`src/rtl/pll_drp_ctrl.sv`:
```
`default_nettype none
// ============================================================================
// pll_drp_ctrl : PLL_ADV reconfiguration sequencer - queues read-modify-write
//                operations, holds the PLL in reset, applies them over DRP,
//                then releases reset and waits for lock.
// Revision     : 1.0
// ============================================================================
module pll_drp_ctrl #(
   parameter int DEPTH        = 4,
   parameter int RST_HOLD     = 8,
   parameter int DRDY_TIMEOUT = 64,
   parameter int LOCK_TIMEOUT = 65535
) (
   input  logic        clk_in,
   input  logic        rst,
   input  logic        op_valid,
   output logic        op_ready,
   input  logic [4:0]  op_addr,
   input  logic [15:0] op_mask,
   input  logic [15:0] op_data,
   input  logic        go,
   output logic        busy,
   output logic        done,
   output logic [1:0]  err,
   output logic [4:0]  drp_daddr,
   output logic [15:0] drp_di,
   output logic        drp_den,
   output logic        drp_dwe,
   input  logic [15:0] drp_do,
   input  logic        drp_drdy,
   output logic        pll_rst,
   input  logic        pll_locked
);
   localparam int PW   = (DEPTH > 1) ? $clog2(DEPTH) : 1;
   localparam int T1   = (LOCK_TIMEOUT > DRDY_TIMEOUT) ? LOCK_TIMEOUT : DRDY_TIMEOUT;
   localparam int TMAX = (T1 > RST_HOLD) ? T1 : RST_HOLD;
   localparam int CW   = $clog2(TMAX + 1);
   localparam logic [PW:0] FULL = (PW+1)'(DEPTH);
   localparam logic [PW:0] ONE  = (PW+1)'(1);

   typedef enum logic [2:0] {
      S_IDLE, S_HOLD, S_RD_REQ, S_RD_WAIT, S_WR_REQ, S_WR_WAIT, S_LOCK_WAIT, S_FINISH
   } state_t;

   state_t        state;
   logic [4:0]    addr_mem [DEPTH];
   logic [15:0]   mask_mem [DEPTH];
   logic [15:0]   data_mem [DEPTH];
   logic [PW-1:0] wr_ptr, rd_ptr, nxt_ptr;
   logic [PW:0]   count, count_nxt;
   logic [CW-1:0] cnt;
   logic          push, pop, drdy_to, wait_st;
   logic          locked_meta, locked_sync;
   logic [15:0]   rmw;

   assign push      = op_valid & op_ready;
   assign wait_st   = (state == S_RD_WAIT) || (state == S_WR_WAIT);
   assign drdy_to   = wait_st & ~drp_drdy & (cnt == CW'(DRDY_TIMEOUT));
   assign pop       = (state == S_WR_WAIT) & drp_drdy;
   assign count_nxt = count + {{PW{1'b0}}, push} - {{PW{1'b0}}, pop};
   assign nxt_ptr   = rd_ptr + PW'(1);
   assign rmw       = (drp_do & mask_mem[rd_ptr]) | (data_mem[rd_ptr] & ~mask_mem[rd_ptr]);

   always_ff @(posedge clk_in) begin
      if (push) begin
         addr_mem[wr_ptr] <= op_addr;
         mask_mem[wr_ptr] <= op_mask;
         data_mem[wr_ptr] <= op_data;
      end
   end

   // A DRDY timeout discards every queued operation, not just the failing one.
   always_ff @(posedge clk_in or posedge rst) begin
      if (rst) begin
         wr_ptr <= '0;
         rd_ptr <= '0;
         count  <= '0;
      end else if (drdy_to) begin
         wr_ptr <= '0;
         rd_ptr <= '0;
         count  <= '0;
      end else begin
         if (push) wr_ptr <= wr_ptr + PW'(1);
         if (pop)  rd_ptr <= nxt_ptr;
         count <= count_nxt;
      end
   end

   always_ff @(posedge clk_in or posedge rst) begin
      if (rst) begin
         locked_meta <= 1'b0;
         locked_sync <= 1'b0;
      end else begin
         locked_meta <= pll_locked;
         locked_sync <= locked_meta;
      end
   end

   always_ff @(posedge clk_in or posedge rst) begin
      if (rst) begin
         state     <= S_IDLE;
         op_ready  <= 1'b1;
         busy      <= 1'b0;
         done      <= 1'b0;
         err       <= 2'd0;
         pll_rst   <= 1'b0;
         drp_daddr <= 5'd0;
         drp_di    <= 16'd0;
         drp_den   <= 1'b0;
         drp_dwe   <= 1'b0;
         cnt       <= '0;
      end else begin
         done <= 1'b0;
         case (state)
            S_IDLE: begin
               if (go) begin
                  state    <= S_HOLD;
                  busy     <= 1'b1;
                  pll_rst  <= 1'b1;
                  err      <= 2'd0;
                  op_ready <= 1'b0;
                  cnt      <= '0;
               end else begin
                  op_ready <= (count_nxt != FULL);
               end
            end
            S_HOLD: begin
               if (cnt == CW'(RST_HOLD - 1)) begin
                  if (count != '0) begin
                     state     <= S_RD_REQ;
                     drp_daddr <= addr_mem[rd_ptr];
                     drp_den   <= 1'b1;
                     drp_dwe   <= 1'b0;
                  end else begin
                     state   <= S_LOCK_WAIT;
                     pll_rst <= 1'b0;
                     cnt     <= CW'(1);
                  end
               end else begin
                  cnt <= cnt + CW'(1);
               end
            end
            S_RD_REQ, S_WR_REQ: begin
               drp_den <= 1'b0;
               cnt     <= CW'(1);
               state   <= (state == S_RD_REQ) ? S_RD_WAIT : S_WR_WAIT;
            end
            S_RD_WAIT, S_WR_WAIT: begin
               if (drp_drdy && state == S_RD_WAIT) begin
                  state   <= S_WR_REQ;
                  drp_di  <= rmw;
                  drp_den <= 1'b1;
                  drp_dwe <= 1'b1;
               end else if (drp_drdy) begin
                  drp_di  <= 16'd0;
                  drp_dwe <= 1'b0;
                  if (count != ONE) begin
                     state     <= S_RD_REQ;
                     drp_daddr <= addr_mem[nxt_ptr];
                     drp_den   <= 1'b1;
                  end else begin
                     state     <= S_LOCK_WAIT;
                     drp_daddr <= 5'd0;
                     pll_rst   <= 1'b0;
                     cnt       <= CW'(1);
                  end
               end else if (drdy_to) begin
                  // Abort skips the lock wait; the PLL is simply let out of reset.
                  state     <= S_FINISH;
                  done      <= 1'b1;
                  err       <= 2'd1;
                  pll_rst   <= 1'b0;
                  drp_daddr <= 5'd0;
                  drp_di    <= 16'd0;
                  drp_dwe   <= 1'b0;
               end else begin
                  cnt <= cnt + CW'(1);
               end
            end
            S_LOCK_WAIT: begin
               if (locked_sync) begin
                  state <= S_FINISH;
                  done  <= 1'b1;
                  err   <= 2'd0;
               end else if (cnt == CW'(LOCK_TIMEOUT)) begin
                  state <= S_FINISH;
                  done  <= 1'b1;
                  err   <= 2'd2;
               end else begin
                  cnt <= cnt + CW'(1);
               end
            end
            S_FINISH: begin
               state    <= S_IDLE;
               busy     <= 1'b0;
               op_ready <= (count != FULL);
            end
            default: state <= S_IDLE;
         endcase
      end
   end
endmodule
`default_nettype wire

```
`config.mk`:
```
export PLATFORM = sky130hd
export DESIGN_NAME = pll_drp_ctrl
export DESIGN_NICKNAME = d
export VERILOG_FILES = /design/src/rtl/pll_drp_ctrl.sv
export SDC_FILE = /design/constraint.sdc
export NUM_CORES = 1
export LEC_CHECK = 0
export ABC_AREA = 1
export BUFFER_PORTS_ARGS = -buffer_cell sky130_fd_sc_hd__buf_2
export CAP_MARGIN = 15
export CORE_UTILIZATION = 64
export DETAILED_ROUTE_END_ITERATION = 8
export GPL_TIMING_DRIVEN = 0
export PLACE_DENSITY_LB_ADDON = 0.25
export SLEW_MARGIN = 40
export SYNTH_ARGS = -nofsm -noshare
export SYNTH_HDL_FRONTEND = slang
export SYNTH_SLANG_ARGS = --single-unit
```
`constraint.sdc`:
```
create_clock -name clk_in -period 8.1 [get_ports clk_in]
set_input_delay 1.62 -clock clk_in [delete_from_list [all_inputs] [get_ports clk_in]]
set_output_delay 1.62 -clock clk_in [all_outputs]
set_load 0.05 [all_outputs]
```
After elaboration in Yosys (flattened, before gate mapping)
Memories as Yosys holds them, arrays and structs flattened.
Cells that the tools add are included.
Operators by class
  add/sub/neg operators: 5
  equal/unequal tests: 30
  muxes and demuxes: 73
  bitwise gates (word level): 9
  reductions and logical operators: 24
Operators by type and width (number)
  $mux W16: 12
  $pmux W16 S5: 1
  $mux W3: 11
  $and A16 B16 Y16: 2
  $mux W5: 6
  $ne A3 B3 Y1 const B: 9
  $mux W1: 24
  $mux W2: 10
  $ne A2 B2 Y1 const B: 9
  $pmux W3 S6: 1
  $add A16 B1 Y16 const B: 1
  $eq A16 B16 Y1 const B: 1
  $eq A16 B3 Y1 const B: 1
  $eq A16 B7 Y1 const B: 1
  $not A16 Y16: 1
  $or A16 B16 Y16: 1
  $reduce_bool A3 Y1: 5
  $eq A3 B3 Y1 const B: 4
  $pmux W5 S2: 1
  $reduce_and A5 Y1: 2
  $pmux W1 S2: 4
  $reduce_and A4 Y1: 2
  $reduce_and A8 Y1: 1
  $reduce_bool A2 Y1: 4
  19 further kinds: 27
Storage, ports and cells
  bits in registers: 57
  RAM bits: 148
  output and inout port bits: 29
  logic and storage cells: 160
  memories: 3
Memories
  data_mem: depth 4, width 16, read ports 1, clocked after Yosys merged registers in 0, wr ports 1, line 48  | logic [15:0] data_mem [DEPTH];
  mask_mem: depth 4, width 16, read ports 1, clocked after Yosys merged registers in 0, wr ports 1, line 47  | logic [15:0] mask_mem [DEPTH];
  addr_mem: depth 4, width 5, read ports 2, clocked after Yosys merged registers in 0, wr ports 1, line 46  | logic [4:0] addr_mem [DEPTH];

Depth between registers and ports, before layout
Gate-level depths: netlist (run 1).
  depth in word-level cells: 8
  mapped depth: 13

Worst setup path after synthesis (run 1)
Ideal clock, no wire load.
  kind: in2reg
  start: input op_valid
  end: memory addr_mem[0][0], enable pin
  setup time: 431 ps
  arrival: 3356 ps
  setup slack: 4313 ps
  cell stages on the path: 2
  buffers on the path: 0
  path through: nand2_1 -> nor2_1
Between the ends
  word-level cells in the longest chain between the ends: 3
Ends and longest elaborated chain
  start: declaration: line 16  | input logic op_valid,
  $and A1 B1 Y1: line 56  | assign push = op_valid & op_ready;
  $mux W1: line 65  | if (push) begin
  $mux W1 (not written as such): line 66  | addr_mem[wr_ptr] <= op_addr;
  end: declaration: line 46
Every way passes these cells.

Worst setup path after layout (run 1)
  start: input drp_drdy
  end: register op_ready
Between the ends
  word-level cells in the longest chain between the ends: 5
Ends and longest elaborated chain
  start: declaration: line 30  | input logic drp_drdy,
  $and A1 B1 Y1: line 59  | assign pop = (state == S_WR_WAIT) & drp_drdy;
  $sub A3 B1 Y3: line 60  | assign count_nxt = count + {{PW{1'b0}}, push} - {{PW{1'b0}}, pop};
  $ne A3 B3 Y1: line 124  | op_ready <= (count_nxt != FULL);
  $mux W1: line 116  | if (go) begin
  $pmux W1 S2: line 114  | case (state)
  end signal: assignment: line 124
  end signal: assignment: line 196  | op_ready <= (count != FULL);
  end: declaration: line 17  | output logic op_ready,
Every way passes these cells.
A chain may end at the register's enable or synchronous reset.

==> impl_metrics.py, run 1 <==
metrics = {
    "setup_path": {
        "rrSetupSlack_ps": 5450,
        "crit_start": "drp_drdy",
        "crit_path_max_fanout": 10,
        "cp.required_ps": 8500,
        "reg2reg_depth": 12,
        "end_kind": "flop",
        "worstReg2RegStart": "state[0]",
        "crit_path_start_kind": "primary input",
        "timing.critical_path.to": "op_ready",
        "crit_type": "primary input to flop",
        "arrival_ps": 3910,
        "reg2reg_to": "op_ready",
    },
    "synth": {
        "synth_area_leader_cell": "edfxtp_1",
        "synth_cell_types": 38,
        "avgSynthCellArea_sq_um": 10.14,
        "yosys-top-cells-area": "edfxtp_1 (48%), dfrtp_1 (15%), nand2_1 (7.6%), o21ai_0 (5.5%), nor2_1 (4.8%)",
        "synth.most_common_cell": "nand2_1",
        "synthArstFlopShare_pct": 27.80,
        "synth_top_area_share_pct": 47.85,
        "ys_seq_area_share_pct": 63.22,
        "syn_area_sq_um": 9288,
        "netlist_top_cells_count": "nand2_1 (189), edfxtp_1 (148), nor2_1 (120)",
        "synth_edf_count": 148,
        "synthesis.instances": 916,
        "ys_ff_latch": 205,
        "syn_nets": 984,
        "synth_warnings": 0,
        "ys.flop_type": "edfxtp_1",
    },
    "route": {
        "wl_per_cell_um": 19.15,
        "vias": 7409,
        "dr.pass1.iters": 6,
        "ant_nets": 0,
        "wl_um": 23630,
        "first_iter_violations": 819,
        "via_per_inst": 6.004,
        "drcViolationCount": 0,
    },
    "place": {
        "place_congestion": 0.8972,
        "place_ws_ps": 4231,
        "post-dp-hpwl_um": 15090,
        "placed_area_sq_um": 10160,
        "io_buffers": 87,
    },
    "global_routing": {
        "grt_pass1_vias": 7190,
        "grt_use_total_pct": 32.49,
        "grt_max_degree": 44,
        "grt_remaining_overflow": 0,
        "grt_pass1_wl_um": 36310,
        "antenna_found_initial": 3,
    },
    "timing": {
        "finalSetupTns_ps": 0,
        "final-hold-violation-count": 0,
        "period_share_pct": 43.36,
        "fin_crit_ps": 3512,
        "maxSlewViolCount": 0,
        "fin_ws_ps": 4588,
        "setup_viol": 0,
        "fin_worst_skew_ps": 11.75,
        "whs_ps": 352.2,
        "max_freq_mhz": 284.7,
        "tightest_slew_ps": 727.6,
        "relSlewSlack_pct": 51.49,
        "rsz0062_at_grt": "false",
    },
    "clock_network": {
        "clock_sinks": 205,
        "worstSkewPairLatency_ps": 500,
        "post_cts_resized": 0,
        "cts_tree": "done",
        "h-tree-depth": 1,
        "cts_hold_buffers": 0,
        "clockRootBuffer": "clkbuf_16",
        "cts_inserted_buffers": 21,
        "clockBufferDepth": 3,
        "cts_setup_buffers": 0,
        "clkTransAtPathRegs_ps": 60,
    },
    "finish": {
        "drive_gt1_share_pct": 17.60,
        "fin_nets": 1104,
        "fillers": 835,
        "area_growth_pct": 18.11,
        "fin_util_pct": 78.12,
        "fin_area_sq_um": 10970,
    },
    "pwr": {
        "p_int_w": 0.002572,
        "p_sw_w": 0.001747,
        "ir_drop_mv": 0.2508,
        "power_frac_seq_pct": 33.7,
        "pwr-share-clk_pct": 26.0,
        "p_leak_nw": 4.644,
        "comb_power_share_pct": 40.3,
        "sw_frac_of_total_pct": 40.45,
        "p_per_area_nw_per_um2": 393.7,
    },
    "floorplan": {
        "initial_core_util_pct": 66.14,
        "die-area_sq_um": 15000,
        "die_width_um": 122.5,
        "ioPinCount": 88,
        "die_h_um": 122.5,
        "fp-row-count": 43,
        "coreArea_sq_um": 14040,
    },
    "status": {
        "status": "complete, no violations",
    },
    "min_path": {
        "hold_path.class": "flop to flop",
        "min_path_cells": 0,
    },
    "flow_run": {
        "max_cap_violations": 0,
    },
}
-- cells by family (layout without fill, tap and decap cells) --
kind of cell | after synthesis | after routing | synth area share (%)
AND/OR/NAND/NOR | 384 | 384 | 18.04
flip-flops | 205 | 205 | 63.22
AO/OA/AOI/OAI | 180 | 180 | 10.72
buffers and inverters | 126 | 261 | 5.591
XOR/XNOR | 12 | 12 | 1.132
adder cells (fa/ha/maj) | 9 | 9 | 1.293
other | 0 | 3 | 0
-- critical path, stage by stage --
cell and delay, ps:
buf_2 150, inv_2 80, clkbuf_1 370, nor2_1 200, ha_1 350, inv_1 70
ha_1 130, inv_1 50, fa_1 370, xor2_1 220, nor2_1 70, o31ai_1 230
-- cell type report --
cell class | count | area, sq um | area share (%)
antenna | 3 | 7.507 | 0.06844
buffer | 36 | 176.4 | 1.608
clock buffer | 26 | 564.3 | 5.144
clock inverter | 12 | 241.5 | 2.201
inverter | 90 | 345.3 | 3.148
multi-input combinational | 585 | 2927 | 26.68
sequential | 205 | 5872 | 53.53
tap | 180 | 225.2 | 2.053
timing repair buffer | 97 | 610.6 | 5.566
-- state kept, by name, indices dropped and copies added, names as in the netlist --
signal	count
addr_mem	20
busy	1
cnt	16
count	3
data_mem	64
done	1
drp_daddr	5
drp_den	1
drp_di	16
drp_dwe	1
err	2
locked_meta	1
locked_sync	1
mask_mem	64
op_ready	1
pll_rst	1
rd_ptr	2
state	3
wr_ptr	2
-- power by group through the flow --
stage / logic [W] / registers, W / clock network [W]
after floorplan: 0.000958 / 0.00167 / 0
after global placement: 0.00157 / 0.00147 / 0
after detailed placement: 0.00167 / 0.00147 / 0
after CTS: 0.00171 / 0.00145 / 0.00113
after global routing: 0.00187 / 0.00147 / 0.00117
final: 0.00174 / 0.00145 / 0.00112
-- per-stage QoR --
stage	instances	power (W)
2_1_floorplan	916	0.002629
3_3_place_gp	1183	0.003044
3_5_place_dp	1193	0.003135
4_1_cts	1231	0.004289
5_1_grt	1233	0.004507
6_report	1234	0.004318
-- worst min path at each step --
stage	to	slack [ps]	start
6_report	locked_sync	350	locked_meta
4_1_cts	locked_sync	350	locked_meta
5_1_grt	locked_sync	360	locked_meta
3_3_place_gp	locked_sync	340	locked_meta
2_1_floorplan	locked_sync	330	locked_meta
3_5_place_dp	locked_sync	340	locked_meta
-- layout by cell type (no fill, tap or decap), drive strengths merged, types with 3 or more instances in the layout --
| cell type | synthesis | layout |
|---|---|---|
| ha | 8 | 8 |
| nand3b | 3 | 3 |
| a21oi | 11 | 11 |
| buf | 13 | 110 |
| o21ai | 109 | 109 |
| xnor2 | 3 | 3 |
| diode | 0 | 3 |
| xor2 | 9 | 9 |
| dfrtp | 56 | 56 |
| nand4 | 5 | 5 |
| clkbuf | 23 | 49 |
| nor2 | 131 | 131 |
| o211ai | 3 | 3 |
| nand3 | 47 | 47 |
| bufinv | 0 | 7 |
| a22oi | 5 | 5 |
| o22ai | 50 | 50 |
| edfxtp | 148 | 148 |
| clkinv | 0 | 3 |
| inv | 90 | 91 |
| nand2 | 195 | 195 |
-- per-layer routing --
metal	global-route usage (%)	vias up	wire, um
li1	-	3362	-
met1	42.11	3495	8857
met2	53.83	464	11570
met3	5.855	88	2372
met4	14.41	0	836
met5	0	-	0
No activity file was read; power rests on OpenSTA's default activity.
==> run 2, diff against run 1 <==
--- a/config.mk
+++ b/config.mk
@@ -5,10 +5,10 @@
 export SDC_FILE = /design/constraint.sdc
 export NUM_CORES = 1
 export LEC_CHECK = 0
-export ABC_AREA = 1
+export ABC_AREA = 0
 export BUFFER_PORTS_ARGS = -buffer_cell sky130_fd_sc_hd__buf_2
 export CAP_MARGIN = 15
-export CORE_UTILIZATION = 64
+export CORE_UTILIZATION = 59
 export DETAILED_ROUTE_END_ITERATION = 8
 export GPL_TIMING_DRIVEN = 0
 export PLACE_DENSITY_LB_ADDON = 0.25
==> constraint.sdc (replaced) <==
create_clock -name clk_in -period 3.64 [get_ports clk_in]
set_input_delay 0.728 -clock clk_in [delete_from_list [all_inputs] [get_ports clk_in]]
set_output_delay 0.728 -clock clk_in [all_outputs]
set_load 0.05 [all_outputs]
==> run 2 against run 1 <==
Effect of this change:
- wire length down 25%
- via count down 28%
- highest routed layer is now met5
- combinational power up 72%
- critical endpoint unchanged
==> impl_metrics.py, run 2 <==
metrics = {
    "status": {
        "status": "complete, no violations",
    },
    "clock_network": {
        "post_cts_resized": 0,
        "cts_tree": "done",
        "worstSkewPairLatency_ps": 510,
        "cts_setup_buffers": 0,
        "clockRootBuffer": "clkbuf_16",
        "clock_sinks": 205,
        "cts_inserted_buffers": 22,
        "cts_hold_buffers": 0,
        "clkTransAtPathRegs_ps": 60,
        "h-tree-depth": 1,
        "clockBufferDepth": 3,
    },
    "synth": {
        "ys_ff_latch": 205,
        "synth_area_leader_cell": "edfxtp_1",
        "synth.most_common_cell": "edfxtp_1",
        "avgSynthCellArea_sq_um": 14.77,
        "netlist_top_cells_count": "edfxtp_1 (148), mux2i_1 (75), nand2_1 (57)",
        "synth_cell_types": 63,
        "yosys-top-cells-area": "edfxtp_1 (51%), dfrtp_1 (16%), mux2i_1 (8.6%), mux4_2 (4.1%), nand2_1 (2.4%)",
        "syn_nets": 662,
        "synthesis.instances": 594,
        "synth_edf_count": 148,
        "syn_area_sq_um": 8775,
        "synthArstFlopShare_pct": 27.80,
        "synth_top_area_share_pct": 50.65,
        "ys.flop_type": "edfxtp_1",
        "synth_warnings": 0,
        "ys_seq_area_share_pct": 66.92,
    },
    "floorplan": {
        "die-area_sq_um": 15360,
        "ioPinCount": 88,
        "die_width_um": 124.0,
        "fp-row-count": 44,
        "initial_core_util_pct": 60.37,
        "coreArea_sq_um": 14530,
        "die_h_um": 124.0,
    },
    "setup_path": {
        "rrSetupSlack_ps": 460,
        "cp_cell_sequence": "clkbuf_1 -> nand2_1 -> nor2_1 -> ha_1 -> inv_1 -> ha_1 -> inv_1 -> fa_1 -> xor2_1 -> xnor2_1 -> nor4_1 -> a31oi_1 -> o21ai_0 -> nand2_1",
        "crit_type": "flop to flop",
        "max_stage_delay_ps": 450,
        "end_kind": "flop",
        "crit_path_top_delay_cell": "dfrtp_1",
        "path_delay_family": "adder cells",
        "crit_path_max_fanout": 10,
        "cp_num_buf_inv": 3,
        "crit_path_start_kind": "flop",
        "arrival_ps": 3610,
        "cp.required_ps": 4080,
    },
    "finish": {
        "layout_commonest_cell": "edfxtp_1",
        "regArea_sq_um": 5872,
        "fin_nets": 778,
        "multi_input_area_sq_um": 2773,
        "mostFrequentLayoutCells": "edfxtp_1 (148), buf_2 (89), mux2i_1 (75)",
        "area_growth_pct": 16.78,
        "drive_gt1_share_pct": 25.21,
        "reg_top3": "data_mem x64, mask_mem x64, addr_mem x20",
        "fillers": 988,
        "instances_no_fill": 911,
    },
    "timing": {
        "fin_worst_skew_ps": 11.10,
        "rsz0062_at_grt": "false",
        "relSlewSlack_pct": 42.60,
        "maxSlewViolCount": 0,
        "finalSetupTns_ps": 0,
        "max_freq_mhz": 314.6,
        "setup_viol": 0,
        "whs_ps": 219.1,
        "fin_crit_ps": 3178,
        "fin_ws_ps": 461.8,
        "final-hold-violation-count": 0,
        "tightest_slew_ps": 861.0,
        "period_share_pct": 87.31,
    },
    "global_routing": {
        "grt_remaining_overflow": 0,
        "antenna_found_initial": 2,
        "grt_max_degree": 31,
        "grt_pass1_vias": 5501,
        "grt_use_total_pct": 24.22,
        "grt_pass1_wl_um": 27910,
    },
    "pwr": {
        "fin_total_pwr_w": 0.008377,
        "comb_power_share_pct": 35.8,
        "pwr-share-clk_pct": 24.5,
        "p_per_area_nw_per_um2": 817.5,
        "p_int_w": 0.005298,
        "power_frac_seq_pct": 39.6,
        "sw_frac_of_total_pct": 36.75,
        "ir_drop_mv": 0.4634,
        "p_sw_w": 0.003079,
        "p_leak_nw": 4.073,
    },
    "place": {
        "place_congestion": 0.8726,
        "io_buffers": 87,
        "place_ws_ps": 504.9,
        "post-dp-hpwl_um": 11780,
        "dp.cells": 870,
    },
    "route": {
        "via_per_inst": 5.877,
        "ant_nets": 0,
        "wl_per_cell_um": 19.49,
        "wl_um": 17760,
        "dr.pass1.iters": 6,
        "first_iter_violations": 456,
        "vias": 5354,
        "drcViolationCount": 0,
    },
    "flow_run": {
        "max_cap_violations": 0,
    },
    "min_path": {
        "hold_path.class": "primary input to asynchronous set/reset pin",
    },
}
==> run 2: cell types whose count changed after synthesis, moves of 14 or more <==
cell / before / now
nor2_1: 120 / 36
inv_1: 81 / 15
clkbuf_1: 23 / 9
nand3_1: 44 / 9
mux2i_1: 0 / 75
o21ai_0: 102 / 23
nand2_1: 189 / 57
o22ai_1: 50 / 6
mux4_2: 0 / 16
==> run 2: kinds of logic after synthesis <==
family          after synthesis  synth area share [%]
compound gates               93                 6.702
xor+xnor                      6                0.6846
fa+ha+maj                    10                 1.483
buf+inv                      33                 1.754
flops                       205                 66.92
mux                         103                 14.20
simple gates                144                 8.256
==> run 2: worst paths after layout <==
check | startpoint | to | cells past startpoint
worst min register to register | locked_meta | locked_sync | 0
min in group clk_in | pll_locked | locked_meta | 1
worst min-delay path | rst | drp_di[0] | 2
worst max register to register | state[2] | op_ready | 14
worst max-delay path | state[2] | op_ready | 14
max in group asynchronous | rst | op_ready | 3
==> run 2: layout make-up <==
class	instances	share of cell area (%)
Antenna cell	1	0.02442
Inverter	16	0.6593
Clock buffer	31	5.897
Clock inverter	9	0.7082
Multi-Input combinational cell	356	27.06
Tap cell	184	2.247
Buffer	17	0.8791
Timing Repair Buffer	92	5.226
Sequential cell	205	57.30
==> run 2: through the flow <==
stage	util, %	instance area [sq um]
2_1_floorplan	-	8775
3_3_place_gp	64.95	9440
3_5_place_dp	65.81	9564
4_1_cts	70.46	10240
5_1_grt	70.49	10240
6_report	70.51	10250
==> run 2: per-layer routing <==
| layer | GRT usage, % | wire length (um) |
|---|---|---|
| met5 | 0 | 13 |
| met4 | 6.920 | 312 |
| met3 | 5.586 | 1008 |
| met2 | 40.52 | 8838 |
| met1 | 31.85 | 7583 |
==> run 2: power by group through the flow <==
| stage | clock network [W] | logic [W] | registers, W |
|---|---|---|---|
| 4_1_cts | 0.00209 | 0.00301 | 0.00332 |
| 6_report | 0.00205 | 0.00300 | 0.00332 |
| 2_1_floorplan | 0 | 0.00176 | 0.00376 |
| 5_1_grt | 0.00218 | 0.00326 | 0.00337 |
| 3_3_place_gp | 0 | 0.00284 | 0.00336 |
| 3_5_place_dp | 0 | 0.00298 | 0.00336 |
==> run 2: worst reg2reg max path, cell delays in order (launching register included) <==
cell and delay, ps:
dfrtp_1 450, clkbuf_1 390, nand2_1 160, nor2_1 310
ha_1 290, inv_1 60, ha_1 120, inv_1 50
fa_1 370, xor2_1 160, xnor2_1 150, nor4_1 180
a31oi_1 150, o21ai_0 200, nand2_1 80
